$ cat src/rtl/pc_pkg.sv
// Shared definitions for the program-counter unit: width/reset defaults and
// the next-PC selection encoding.
package pc_pkg;

    localparam int unsigned PC_WIDTH_DEFAULT = 16;
    localparam logic [PC_WIDTH_DEFAULT-1:0] RESET_VECTOR_DEFAULT = 16'h0000;

    // Source of the value loaded into PC on the next rising edge
    typedef enum logic [1:0] {
        PC_HOLD   = 2'd0,
        PC_BRANCH = 2'd1,
        PC_INCR   = 2'd2
    } pc_sel_e;

endpackage

$ cat src/rtl/pc_if.sv
// Control/status bundle between the control unit (master) and pc_unit (slave).
interface pc_if #(
    parameter int unsigned PC_WIDTH = 16
);

    logic                halt;
    logic                branch;
    logic                zero;
    logic [PC_WIDTH-1:0] absolute_addr;
    logic [PC_WIDTH-1:0] pc;
    logic                halted;

    modport master (
        output halt, branch, zero, absolute_addr,
        input  pc, halted
    );

    modport slave (
        input  halt, branch, zero, absolute_addr,
        output pc, halted
    );

endinterface

$ cat src/rtl/pc_next_sel.sv
// Combinational next-PC selection: hold beats a taken branch, which beats the
// increment. The increment wraps modulo 2^PC_WIDTH with no carry-out.
module pc_next_sel
    import pc_pkg::*;
#(
    parameter int unsigned PC_WIDTH = PC_WIDTH_DEFAULT
) (
    input  logic                hold_req,
    input  logic                branch,
    input  logic                zero,
    input  logic [PC_WIDTH-1:0] pc,
    input  logic [PC_WIDTH-1:0] target,
    output pc_sel_e             sel,
    output logic [PC_WIDTH-1:0] pc_next
);

    // Priority decode of the next-PC source
    always_comb begin
        sel = PC_INCR;
        if (hold_req) begin
            sel = PC_HOLD;
        end else if (branch && zero) begin
            sel = PC_BRANCH;
        end
    end

    // Next-PC mux driven by the decoded source
    always_comb begin
        pc_next = pc + PC_WIDTH'(1);
        unique case (sel)
            PC_HOLD:   pc_next = pc;
            PC_BRANCH: pc_next = target;
            PC_INCR:   pc_next = pc + PC_WIDTH'(1);
            default:   pc_next = pc + PC_WIDTH'(1);
        endcase
    end

endmodule

$ cat src/rtl/pc_unit.sv
// Program counter register plus Halted status flag.
// Optional feature macro: PC_STICKY_HALT_EN -- once HALT is seen, Halted stays
// set and PC stays frozen until reset.
module pc_unit
    import pc_pkg::*;
#(
    parameter int unsigned                PC_WIDTH     = PC_WIDTH_DEFAULT,
    parameter logic [PC_WIDTH_DEFAULT-1:0] RESET_VECTOR = RESET_VECTOR_DEFAULT
) (
    input  logic clk,
    input  logic rst_n,
    pc_if.slave  bus
);

    logic [PC_WIDTH-1:0] pc_q;
    logic [PC_WIDTH-1:0] pc_d;
    logic                halted_q;
    logic                halted_d;
    logic                hold_req;
    pc_sel_e             sel;

    // Freeze request and next Halted value, per-cycle or sticky
    always_comb begin
`ifdef PC_STICKY_HALT_EN
        hold_req = bus.halt | halted_q;
        halted_d = bus.halt | halted_q;
`else
        hold_req = bus.halt;
        halted_d = bus.halt;
`endif
    end

    pc_next_sel #(
        .PC_WIDTH (PC_WIDTH)
    ) u_next_sel (
        .hold_req (hold_req),
        .branch   (bus.branch),
        .zero     (bus.zero),
        .pc       (pc_q),
        .target   (bus.absolute_addr),
        .sel      (sel),
        .pc_next  (pc_d)
    );

    // PC and Halted state; reset aborts any halt or branch in progress
    always_ff @(posedge clk or negedge rst_n) begin
        if (!rst_n) begin
            pc_q     <= PC_WIDTH'(RESET_VECTOR);
            halted_q <= 1'b0;
        end else begin
            pc_q     <= pc_d;
            halted_q <= halted_d;
        end
    end

    assign bus.pc     = pc_q;
    assign bus.halted = halted_q;

endmodule

$ cat src/flat_wrapper.sv
// flat-port wrapper written by rule: the top's interface ports become plain ports
module pc_unit_flat import pc_pkg::*;
#(
    parameter int unsigned                PC_WIDTH     = PC_WIDTH_DEFAULT,
    parameter logic [PC_WIDTH_DEFAULT-1:0] RESET_VECTOR = RESET_VECTOR_DEFAULT
)
  (clk, rst_n, bus_halt, bus_branch, bus_zero, bus_absolute_addr, bus_pc, bus_halted);
  pc_if #(.PC_WIDTH(PC_WIDTH)) bus_i ();
  input  logic clk;
  input  logic rst_n;
  input wire logic [$bits(bus_i.halt)-1:0] bus_halt;
  input wire logic [$bits(bus_i.branch)-1:0] bus_branch;
  input wire logic [$bits(bus_i.zero)-1:0] bus_zero;
  input wire logic [$bits(bus_i.absolute_addr)-1:0] bus_absolute_addr;
  output wire logic [$bits(bus_i.pc)-1:0] bus_pc;
  output wire logic [$bits(bus_i.halted)-1:0] bus_halted;
  assign bus_i.halt = bus_halt;
  assign bus_i.branch = bus_branch;
  assign bus_i.zero = bus_zero;
  assign bus_i.absolute_addr = bus_absolute_addr;
  assign bus_pc = bus_i.pc;
  assign bus_halted = bus_i.halted;
  pc_unit #(.PC_WIDTH(PC_WIDTH), .RESET_VECTOR(RESET_VECTOR)) u_core (.clk(clk), .rst_n(rst_n), .bus(bus_i));
endmodule
$ cat config.mk
export PLATFORM = sky130hd
export DESIGN_NAME = pc_unit_flat
export DESIGN_NICKNAME = d
export VERILOG_FILES = /design/src/rtl/pc_pkg.sv /design/src/rtl/pc_if.sv /design/src/rtl/pc_next_sel.sv /design/src/rtl/pc_unit.sv /design/src/flat_wrapper.sv
export SDC_FILE = /design/constraint.sdc
export NUM_CORES = 1
export LEC_CHECK = 0
export ABC_AREA = 1
export ABC_CLOCK_PERIOD_IN_PS = 1900
export CAP_MARGIN = 15
export CORE_ASPECT_RATIO = 0.7
export CORE_MARGIN = 4
export CORE_UTILIZATION = 44
export CTS_CLUSTER_DIAMETER = 200
export DETAILED_ROUTE_END_ITERATION = 6
export DONT_BUFFER_PORTS = 1
export PLACE_DENSITY = 0.59
export SYNTH_ARGS = -nofsm -noshare
export SYNTH_HDL_FRONTEND = slang
export SYNTH_SLANG_ARGS = --single-unit
export TNS_END_PERCENT = 5
$ cat constraint.sdc
create_clock -name clk -period 1.9 [get_ports clk]
set_input_delay 0 -clock clk [delete_from_list [all_inputs] [get_ports clk]]
set_output_delay 0 -clock clk [all_outputs]
set_load 0.03 [all_outputs]
# == Word-level counts from Yosys, hierarchy flattened ==
# Cells that the tools add are included.
# word_totals
reg_bits,17
latchBits,0
ram_bits,0
romBits,0
input_bits,21
output_inout_bits,17
elab_cells,9
n_memories,0
# op_classes
addsub,1
n_mul,0
n_div,0
n_lt_le_gt_ge,0
n_eq_ne,1
shift,0
mux,3
bitwise,0
n_reduce_logical,2
# ops
op,n
16-bit case mux with 2 select lines,1
16-bit by 1-bit adder with 16-bit output (second input constant),1
2-bit two-way mux,2
2-bit by 1-bit equality test with 1-bit output (second input constant),1
2-bit logical NOT,1
1-bit logical AND,1

# == Logic depth before layout (Yosys ltp) ==
# Gate-level depths: netlist of the first run.
# depth
word_depth,5
mapped_depth,9
depth_no_buf,9

# == Modules after synthesis ==
# Synthesis of the first run repeated with hierarchy kept, for this count alone.
# hier_totals
cells_unflattened,174
hier_area_um2,1182.4
# modules_own_cells
module,n_inst,cells_per_inst,area_per_inst_um2,seq_area_each_um2
pc_next_sel,1,157,757.0,0.0
pc_unit,1,17,425.4,425.4

# == Worst setup path after synthesis of the first run ==
# No wires, ideal clock.
# synth_path
kind,register to register
startpoint,"reg u_core.pc_q[1], in the netlist u_core.bus.pc[1]"
endpoint,"reg u_core.pc_q[12], in the netlist u_core.bus.pc[12]"
setup_ns,0.117
arrival_ns,1.345
t_required_ns,1.783
path_slack_ns,0.438
path_stages_with_launch,9
n_path_buf,0
period_less_slack_ns,1.462
cell_sequence,dfrtp_1 -> ha_1 -> nand3_1 -> nor2_4 -> nand3_1 -> nand2_1 -> nand3_1 -> nand2_1 -> nand2_1
# synth_between
elab_chain_cells,2
# synth_rtl
element,line,source
"start, declared",pc_unit.sv:15,logic [PC_WIDTH-1:0] pc_q;
"start signal, assigned",pc_unit.sv:48,pc_q <= PC_WIDTH'(RESET_VECTOR);
"start signal, assigned",pc_unit.sv:51,pc_q <= pc_d;
16-bit by 1-bit adder with 16-bit output,"pc_next_sel.sv:33, pc_next_sel.sv:34",
16-bit case mux with 2 select lines,pc_next_sel.sv:30,unique case (sel)
# No other way between the ends.
# A chain may end at the register's enable or synchronous reset.

# == Worst setup path after layout of the first run ==
# layout_path
startpoint,in bus_halt
endpoint,"reg u_core.pc_q[10], in the netlist u_core.bus.pc[10]"
# layout_between
elab_chain_cells,3
word_cells_on_any_way,4
classes_between,eq/ne (1); mux (2); reduce/logical (1)
# layout_rtl
element,line,source
"start, declared",flat_wrapper.sv:11,input wire logic [$bits(bus_i.halt)-1:0] bus_halt;
2-bit two-way mux (*),pc_next_sel.sv:20,if (hold_req) begin
2-bit by 1-bit equality test with 1-bit output / 2-bit logical NOT (equally long branches),pc_next_sel.sv:30,
16-bit case mux with 2 select lines,pc_next_sel.sv:30,
# Mark *: on every way between the ends. The rest lies on a longest branch, timed or not.

==> qor.csv, run 1 <==
metric;value;unit
syn nets;200;
initial antenna violation count;0;
worst slew pin tran;811;ps
Max Clock Skew;3.53;ps
adder-cell share of the synthesized area;0.0109;
commonest non-fill, non-tap cell in the layout;nand2_1;
share of cells above drive strength 1;0.108;
global-route wire length before repair;5.31;mm
sequential cell area fraction in the yosys report;0.371;
Area growth syn-to-layout;26.7;%
Setup crit end kind;register;
peak supply drop;607;uV
multiplexer share of the synthesized area;0;
post-cts repair resize count;0;
Area contributors post-synth;dfrtp_1 (37%), nand2_1 (18%), nor2_1 (8.8%);
PwrDens;1090;nW/um^2
Synth Cell Area;1150;sq um
clk_lat worst skew;250;ps
router iterations before antenna repair;5;
Final Max Slew Viols;0;
Design Power;1.59;mW
Buffers on Ports;0;
max cap viols;0;
clock root buffer;clkbuf_8;
TritonCTS clock tree;done;
max frequency;634;MHz
Initial Util;0.463;
Syn Inst Count;178;
RR Startpoint;u_core.bus.pc[3];
worst setup margin;323;ps
status;finished clean;
clock period minus worst slack;1580;ps
worst setup path startpoint;bus_halt;
Vias/cell;5.23;
hpwl dp;2.31;mm
YS warnings;0;
Critical Path RT;2040;ps
number of synthesized register bits;17;
XOR/XNOR Fraction of Synth Area;0.00764;
global route total overflow;0;
Slew HR;0.458;
CTS Buffer Depth;2;
hold_sp;bus_absolute_addr[11];
worst slack at placement;449;ps
Worst Path Arrival;1720;ps
Ports;38;
total CTS buffers;3;
largest net degree at the start of global routing;20;
most frequent cells in the layout;nand2_1 (54), nor2_1 (27), inv_1 (21), nand3_1 (18);
Syn Area/Cell;6.44;sq um
Synth Area in Compound Gates;0.0917;
Clock Sinks;17;
cell area after placement;1240;sq um
setup TNS;0;ps
diode count;0;
Max FO, Critical Path;14;
via count;1245;
WL final;3.26;mm
Simple-Gate Fraction of Synth Area;0.424;
vias in the first global route;1117;
Core ar.;2480;sq um
final antenna-violating net count;0;
final hold vios;0;
area leader, netlist;dfrtp_1;
Layout Nets;227;
Synth cell types;21;
top cell type's share of synthesized area;0.371;
Die W;69;um
first-iteration detailed-routing DRC count;65;
largest family of logic cells by synthesized area;simple AND/OR/NAND/NOR gates;
Design Area, Final;1450;sq um
RSZ-0062 raised after global routing;no;
# DRC;0;
CTS HTree Levels;1;
final setup violation count;0;
wire length per cell;13.7;um
Die H;50.7;um
RePlAce Congestion;0.873;
Hold/Removal Path Class;in2reg;
Lkg Pwr;0.720;nW
fin crit share;0.830;
CP Class;in2reg;
cell row count;15;
GRT Overall Usage;0.195;
clock slew at reported path FFs;70;ps
full die area;3500;sq um
Worst Setup Start Kind;input pin;
[power by group]
group / switching, mW / leakage (nW) / internal [mW]
logic: 0.431 / 0.498 / 0.229
clock network: 0.131 / 0.0228 / 0.149
registers: 0.194 / 0.199 / 0.455
total: 0.756 / 0.720 / 0.833
[synthesized netlist by cell type]
master	n
nand3_1	18
xor2_1	1
o21ai_1	2
inv_2	1
buf_2	3
a21oi_1	5
nand2_2	2
clkbuf_1	1
dfrtp_1	17
inv_1	21
o22ai_1	4
nand4_1	5
ha_1	1
buf_4	1
nor2_2	5
nor2_1	27
o21ai_0	6
o211ai_1	2
nand2_1	54
nor2_4	1
nor3_1	1
[stage by stage]
stage	hold WS, ps	utilization	instances
after floorplan	-296	-	178
after global placement	-295	0.499	217
after detailed placement	-295	0.499	217
after CTS	19.0	0.586	238
after global routing	59.1	0.586	238
final	15.5	0.586	238
[worst max-delay path, stage by stage]
cell and delay, ps:
dlygate4sd3_1 880, nor2_2 150, inv_1 340, nand2_1 140
a21oi_1 150, nor2_1 50
[cell families (layout without fill, tap and decap cells)]
logic type,count (synthesis),after routing
AO/OA/AOI/OAI,19,19
buffers and inverters,27,53
AND/OR/NAND/NOR,113,113
flip-flops,17,17
XOR/XNOR,1,1
adder cells (fa/ha/maj),1,1
[path summary, 6_finish.rpt]
check	end	depth (start not counted)	slack (ps)
max in group asynchronous	u_core.bus.pc[7]	1	1120
min	u_core.bus.pc[11]	6	20
min in group asynchronous	u_core.bus.pc[5]	1	280
max reg2reg	u_core.bus.pc[11]	9	410
max	u_core.bus.pc[10]	6	320
min reg2reg	u_core.bus.pc[5]	2	610
[layout make-up]
type,instances,area [sq um]
well taps,34,42.5
fillers,258,1020
repair buffers,27,245
multi-input cells,134,612
clock buffers,4,45.0
flip-flops and latches,17,425
inverters,22,82.6
[metal layers]
layer | share of wire | global-route usage
met3 | 0.087 | 0.0600
met2 | 0.43 | 0.285
met5 | 0 | 0
met1 | 0.47 | 0.270
met4 | 0.014 | 0.0682
[timing repair]
item / 4_1_cts / 5_1_grt
hold buffers: 17 / 0
endpoints found under the hold margin: 33 / 0
buffers inserted: 0 / 0
[state kept, by name, indices dropped and copies added, names as in the netlist]
register           cells
u_core.bus.pc         16
u_core.bus.halted      1
No activity file was read; power rests on OpenSTA's default activity.
==> run 2: changes to the inputs <==
--- a/config.mk
+++ b/config.mk
@@ -6,7 +6,7 @@
 export NUM_CORES = 1
 export LEC_CHECK = 0
 export ABC_AREA = 1
-export ABC_CLOCK_PERIOD_IN_PS = 1900
+export ABC_CLOCK_PERIOD_IN_PS = 1300
 export CAP_MARGIN = 15
 export CORE_ASPECT_RATIO = 0.7
 export CORE_MARGIN = 4
@@ -14,7 +14,7 @@
 export CTS_CLUSTER_DIAMETER = 200
 export DETAILED_ROUTE_END_ITERATION = 6
 export DONT_BUFFER_PORTS = 1
-export PLACE_DENSITY = 0.59
+export PLACE_DENSITY = 0.61
 export SYNTH_ARGS = -nofsm -noshare
 export SYNTH_HDL_FRONTEND = slang
 export SYNTH_SLANG_ARGS = --single-unit
==> constraint.sdc (replaced) <==
create_clock -name clk -period 1.3 [get_ports clk]
set_input_delay 0 -clock clk [delete_from_list [all_inputs] [get_ports clk]]
set_output_delay 0 -clock clk [all_outputs]
set_load 0.03 [all_outputs]
==> run 2 against run 1 <==
Clock power grew 47%; combinational power grew 89%; via count grew 5.8%; cell area grew 10%; total power grew 59%; flip-flop and latch count is the same; setup slack lost 300 ps; cell count grew 5.9%; largest power group unchanged.
==> qor.csv, run 2 (synthesis gave the netlist of run 1 again) <==
metric;value;unit
hpwl dp;2.38;mm
global route total overflow;0;
Die H;50.7;um
clock slew at reported path FFs;70;ps
worst slack at placement;31.6;ps
final setup violation count;0;
vias in the first global route;1246;
max frequency;780;MHz
Vias/cell;5.23;
diode count;0;
RSZ-0062 raised after global routing;yes;
peak supply drop;784;uV
Worst Setup Start Kind;register;
worst setup margin;18.8;ps
Layout Nets;241;
PwrDens;1570;nW/um^2
TritonCTS clock tree;done;
fillers;240;
Area growth syn-to-layout;40.0;%
worst slew pin tran;824;ps
Lkg Pwr;0.780;nW
GRT Overall Usage;0.210;
full die area;3500;sq um
Max Clock Skew;3.94;ps
max cap viols;0;
initial antenna violation count;0;
status;finished clean;
cell row count;15;
Slew HR;0.449;
fin crit share;0.986;
commonest non-fill, non-tap cell in the layout;nand2_1;
total CTS buffers;3;
Final Max Slew Viols;0;
first-iteration detailed-routing DRC count;94;
WL final;3.53;mm
CTS HTree Levels;1;
Die W;69;um
max reg flops;16;
Critical Path RT;1440;ps
Hold/Removal Path Class;in2reg;
via count;1317;
RePlAce Congestion;0.837;
Setup crit end kind;register;
share of cells above drive strength 1;0.183;
Initial Util;0.463;
Core ar.;2480;sq um
# DRC;0;
Worst Path Arrival;1430;ps
clock root buffer;clkbuf_8;
clk_lat worst skew;260;ps
most frequent cells in the layout;nand2_1 (53), nor2_1 (27), inv_1 (21), dlygate4sd3_1 (21), buf_4 (20);
router iterations before antenna repair;4;
Buffers on Ports;0;
worst hold slack;11.0;ps
Ports;38;
CTS Buffer Depth;2;
final hold vios;0;
CP Class;reg2reg;
clock period minus worst slack;1280;ps
Clock Sinks;17;
wire length per cell;14.0;um
Design Power;2.52;mW
final antenna-violating net count;0;
largest net degree at the start of global routing;20;
global-route wire length before repair;5.83;mm
Max FO, Critical Path;7;
run 2: cell types whose count changed in the layout (fill, tap and decap cells not counted), sizes merged:
cell	change
buf	+10
dlygate4sd3	+4
run 2: stage by stage:
step	utilization	instance area [sq um]	std cells	TNS, ps
6_report	0.647	1600	252	0
5_1_grt	0.647	1600	252	-508
4_1_cts	0.635	1570	250	0
3_5_place_dp	0.532	1320	225	0
3_3_place_gp	0.532	1320	225	0
2_1_floorplan	-	1170	178	-54.3
run 2: area by class of cell:
cell class / count / area, sq um / share of cell area
sequential: 17 / 432 / 0.269
tap: 34 / 42.5 / 0.0265
inverter: 22 / 82.6 / 0.0515
multi-input combinational: 134 / 642 / 0.400
timing repair buffer: 41 / 360 / 0.225
clock buffer: 4 / 45.0 / 0.0281
run 2: path summary, 6_finish.rpt:
kind / startpoint / endpoint / slack [ps] / cells past startpoint
min in group asynchronous: rst_n / u_core.bus.pc[4] / 280 / 1
max reg2reg: u_core.bus.pc[1] / u_core.bus.pc[10] / 20 / 6
max: u_core.bus.pc[1] / u_core.bus.pc[10] / 20 / 6
max in group asynchronous: rst_n / u_core.bus.pc[10] / 460 / 1
min: bus_absolute_addr[11] / u_core.bus.pc[11] / 10 / 6
min reg2reg: u_core.bus.pc[10] / u_core.bus.pc[10] / 610 / 2
run 2: worst max-delay path, stage by stage, from the launching register on:
cell and delay (ps):
dfrtp_2 410, ha_4 160, nand3_2 90, nor2_4 160
nand3_1 120, o22ai_1 150, nor2_1 80
run 2: power by group:
| part | total (mW) | internal (mW) | switching [mW] |
|---|---|---|---|
| combinational | 1.25 | 0.461 | 0.790 |
| sequential | 0.860 | 0.677 | 0.183 |
| clock | 0.411 | 0.218 | 0.193 |
run 2: what timing repair did:
| item | CTS | global route |
|---|---|---|
| hold endpoints to repair | 33 | 0 |
| buffers inserted | 0 | 2 |
| endpoints found under the setup margin | 0 | 9 |
| resized for setup | 0 | 5 |
| hold buffers | 21 | 0 |
run 2: routing by layer:
metal	global-route usage	up-vias	routed length [um]
li1	-	646	-
met1	0.272	613	1590
met2	0.339	56	1620
met3	0.0680	2	296
met4	0.0552	0	14
met5	0	-	0
